<file path="config.mk">
export PLATFORM = sky130hd
export DESIGN_NAME = debounce_bank
export DESIGN_NICKNAME = d
export VERILOG_FILES = /design/src/rtl/debounce_bank.sv
export SDC_FILE = /design/constraint.sdc
export NUM_CORES = 1
export LEC_CHECK = 0
export ABC_AREA = 0
export CAP_MARGIN = 15
export CORE_ASPECT_RATIO = 0.7
export CORE_UTILIZATION = 40
export DETAILED_ROUTE_END_ITERATION = 10
export PLACE_DENSITY = 0.65
export SLEW_MARGIN = 20
export SYNTH_ARGS = -nofsm -noshare
export SYNTH_HDL_FRONTEND = slang
export SYNTH_SLANG_ARGS = --single-unit
</file>
<file path="constraint.sdc">
create_clock -name C -period 3.05 [get_ports C]
set_clock_uncertainty 0.2 [all_clocks]
set_input_delay 0.915 -clock C [delete_from_list [all_inputs] [get_ports C]]
set_output_delay 0.915 -clock C [all_outputs]
set_load 0.005 [all_outputs]
</file>
<file path="src/rtl/debounce_bank.sv">
// Multi-channel debouncer: 2-flop sync + tick-gated stability counter; new level accepted after THRESH ticked edges of disagreement.
// Latency THRESH+2 edges from sampling with TICK=1; no backpressure, all outputs are registered levels/one-cycle pulses.
module debounce_bank #(
  parameter int   WIDTH     = 8,
  parameter int   THRESH    = 1000,
  parameter logic RESET_VAL = 1'b0
) (
  input  logic             C,
  input  logic             RN,
  input  logic             TICK,
  input  logic [WIDTH-1:0] I,
  output logic [WIDTH-1:0] O,
  output logic [WIDTH-1:0] RISE,
  output logic [WIDTH-1:0] FALL,
  output logic             CHG
);

  localparam int CW = $clog2(THRESH + 1);
  localparam logic [CW-1:0] LAST = CW'(THRESH - 1);

  logic [WIDTH-1:0]         s1;
  logic [WIDTH-1:0]         s2;
  logic [WIDTH-1:0]         o_nxt;
  logic [WIDTH-1:0]         rise_nxt;
  logic [WIDTH-1:0]         fall_nxt;
  logic [WIDTH-1:0][CW-1:0] cnt;
  logic [WIDTH-1:0][CW-1:0] cnt_nxt;

  // Counter only runs while the synchronised input disagrees with the accepted level.
  always_comb begin
    o_nxt    = O;
    cnt_nxt  = cnt;
    rise_nxt = '0;
    fall_nxt = '0;
    for (int k = 0; k < WIDTH; k++) begin
      if (s2[k] == O[k]) begin
        cnt_nxt[k] = '0;
      end else if (TICK) begin
        if (cnt[k] == LAST) begin
          o_nxt[k]    = s2[k];
          cnt_nxt[k]  = '0;
          rise_nxt[k] = s2[k];
          fall_nxt[k] = ~s2[k];
        end else begin
          cnt_nxt[k] = cnt[k] + CW'(1);
        end
      end
    end
  end

  always_ff @(posedge C or negedge RN) begin
    if (!RN) begin
      s1   <= {WIDTH{RESET_VAL}};
      s2   <= {WIDTH{RESET_VAL}};
      O    <= {WIDTH{RESET_VAL}};
      cnt  <= '0;
      RISE <= '0;
      FALL <= '0;
      CHG  <= 1'b0;
    end else begin
      s1   <= I;
      s2   <= s1;
      O    <= o_nxt;
      cnt  <= cnt_nxt;
      RISE <= rise_nxt;
      FALL <= fall_nxt;
      CHG  <= |(rise_nxt | fall_nxt);
    end
  end

endmodule

</file>
==> summary.md <==
| Metric | Value |
|---|---|
| DR WL/cell | 16.12 um |
| Setup Buffers After CTS | 0 |
| Synthesized cell area | 5992 um^2 |
| Post-CTS Resized | 0 |
| Layout cells sized above 1 | 10.53% |
| CP arrival | 1.39 ns |
| Chip width | 148.3 um |
| Antenna viol nets, final | 0 |
| DRC Markers | 0 |
| # hold bufs at CTS | 0 |
| Crit path buffers/inverters | 1 |
| Max Clk Rate | 0.3987 GHz |
| CP required | 1.93 ns |
| Post-DP HPWL | 9.167 mm |
| Final Critical Period | 2.508 ns |
| Area grow syn2layout | 20.13% |
| PortBufs | 35 |
| MaxCap Viol Count | 0 |
| Commonest non-fill, non-tap cell in the layout | dfrtp_1 |
| Final global-route overflow total | 0 |
| Post-Route Utilization | 49.05% |
| Diode count | 0 |
| Setup TNS | 0 ns |
| Ports | 36 |
| Worst path max stage delay | 0.54 ns |
| Chip height | 104.4 um |
| TritonRoute pass-1 iters | 5 |
| Via/cell ratio | 5.882 |
| CTS H-tree lvls | 4 |
| Via count | 5000 |
| Vias in the first global route | 4738 |
| Status | finished clean |
| Clock-pin transition on the worst setup and hold timing paths | 0.05 ns |
| Post-Syn Nets | 620 |
| First-pass GRT wire length | 23.45 mm |
| Sequential share of the synthesized area | 50.53% |
| Final hold vios | 0 |
| Leak pwr | 2.972 nW |
| Crit-path leading delay family | buffers and inverters |
| Asr flop ratio synth | 100.0% |
| Cts bufs inserted | 17 |
| CTS tree | built |
| Largest net degree at the start of global routing | 122 |
| Distinct cell type count after synthesis | 64 |
| Core Region | 14680 um^2 |
| Slew Viols, Final | 0 |
| Layout Nets | 663 |
| Initial Util | 40.83% |
| Non-filler cells, final | 850 |
| Fin worst setup slack | 0.5416 ns |
| DP Worst Slack | 0.5171 ns |
| Commonest non-fill, non-tap cells in the layout | dfrtp_1 (121), nand2_1 (70), nor2_1 (39) |
| Placed Cells | 820 |
| Drt total wl | 13.70 mm |
| Critical Path, Cell by Cell | clkdlybuf4s50_1 |
| Critical path's slowest cell | clkdlybuf4s50_1 |
| Number of flops mapped to enable cells by yosys | 0 |
| GPL Wtd Cong | 0.8401 |
| Clock Tree Root | clkbuf_16 |
| Tcrit/Tclk final | 82.24% |
| Initial antenna violation count | 0 |
| Power per cell area | 550.6 nW/um^2 |
| Die Area | 15480 um^2 |
| Hold Crit Class | register to register |
| DR iter-0 viols | 476 |
| CP max FO | 4 |
| Clock Latency Late Sink | 0.40 ns |
| Clock Path Buffers | 2 |
| Slew Limit Headroom | 57.97% |
| Slew of the pin with the lowest slew margin | 0.6304 ns |
| Final Setup Violations | 0 |
| Syn Area/Cell | 9.970 um^2 |
| Yosys warnings | 0 |
| GRT Overall Usage | 18.79% |
| CP Capture Type | primary output |
| #FFs+latches synth | 121 |
| Final Power | 3.963 mW |
| Unrepaired setup endpoints after global routing | false |
| CTS Sinks | 121 |
| Startpoint type of the worst setup path | register |
| Mapped Cells | 601 |
| Top_reg_cell synth | dfrtp_1 |
| Max IR drop VDD | 374.9 uV |
| Row cnt | 37 |
| Worst Setup Path Type | register to primary output |
-- layer usage --
layer | vias to the layer above | GRT usage (%) | wire (um)
met3 | 16 | 3.816 | 661
met5 | - | 0 | 0
met2 | 178 | 27.97 | 6175
met4 | 0 | 5.523 | 130
met1 | 2474 | 27.45 | 6735
li1 | 2332 | - | -
-- cell usage after synthesis (4+ instances only) --
cell	n	area, um^2
or3_1	11	68.82
o31ai_1	13	97.59
or4_1	8	60.06
dfrtp_1	121	3028
or2_2	4	25.02
and3_1	21	131.4
buf_2	13	65.06
inv_1	6	22.52
and2_1	4	25.02
a22o_1	5	43.79
nand2_1	70	262.8
o22ai_1	4	25.02
a31oi_1	19	118.9
nand3_1	37	185.2
and4_1	4	35.03
ha_1	8	100.1
o21ai_0	19	95.09
or2_1	6	37.54
a21oi_1	21	105.1
a22oi_1	4	30.03
o21ai_1	9	45.04
nor3_1	11	55.05
nand4_1	25	156.4
nand2b_1	4	25.02
xor2_2	4	65.06
o211ai_1	4	30.03
clkbuf_1	6	22.52
nor4_1	12	75.07
a32o_1	6	60.06
xor2_1	16	140.1
nor2_1	39	146.4
xnor2_1	9	78.83
-- final cells by class --
class | count | area, um^2
inverters | 7 | 26.28
clock inverters | 8 | 142.6
well taps | 195 | 244.0
repair buffers | 45 | 430.4
multi-input cells | 452 | 2843
fillers | 1317 | 7477
clock buffers | 22 | 484.2
flip-flops and latches | 121 | 3028
-- worst paths after layout --
path                       startpoint       to  slack, ns  cells after the start
min in group asynchronous          RN    s1[2]       0.41                      2
setup / recovery                 O[7]     O[7]       0.54                      1
hold / removal                  s1[1]    s2[1]       0.14                      0
max in group asynchronous          RN  FALL[5]       1.77                      2
hold reg to reg                 s1[1]    s2[1]       0.14                      0
setup reg to reg              cnt[70]  cnt[78]       0.92                      5
-- kinds of logic (layout without fill, tap and decap cells) --
logic type               count (synthesis)  after routing  synth area share, %
AO/OA/AOI/OAI                          125            125                14.14
XOR/XNOR                                29             29                4.740
adder cells (fa/ha/maj)                  8              8                1.671
buffers and inverters                   28             82                2.025
flip-flops                             121            121                50.53
multiplexers                             8              8                1.462
AND/OR/NAND/NOR                        282            282                25.43
-- sequential cells by signal, indices dropped and copies added, names as in the netlist --
register	count
O	8
cnt	80
CHG	1
s1	8
s2	8
RISE	8
FALL	8
-- metrics by stage --
| step | hold slack (ns) | instance area (um^2) |
|---|---|---|
| 6_report | 0.1426 | 7198 |
| 5_1_grt | 0.1513 | 7198 |
| 4_1_cts | 0.1445 | 7198 |
| 3_5_place_dp | 0.1347 | 6571 |
| 3_3_place_gp | 0.1363 | 6571 |
| 2_1_floorplan | 0.1312 | 5992 |
-- power breakdown --
part	switching, mW	internal (mW)	total [mW]
sequential	0.0341	1.64	1.67
combinational	0.116	0.0548	0.171
clock	0.682	1.44	2.12
No activity file was read; power rests on OpenSTA's default activity.
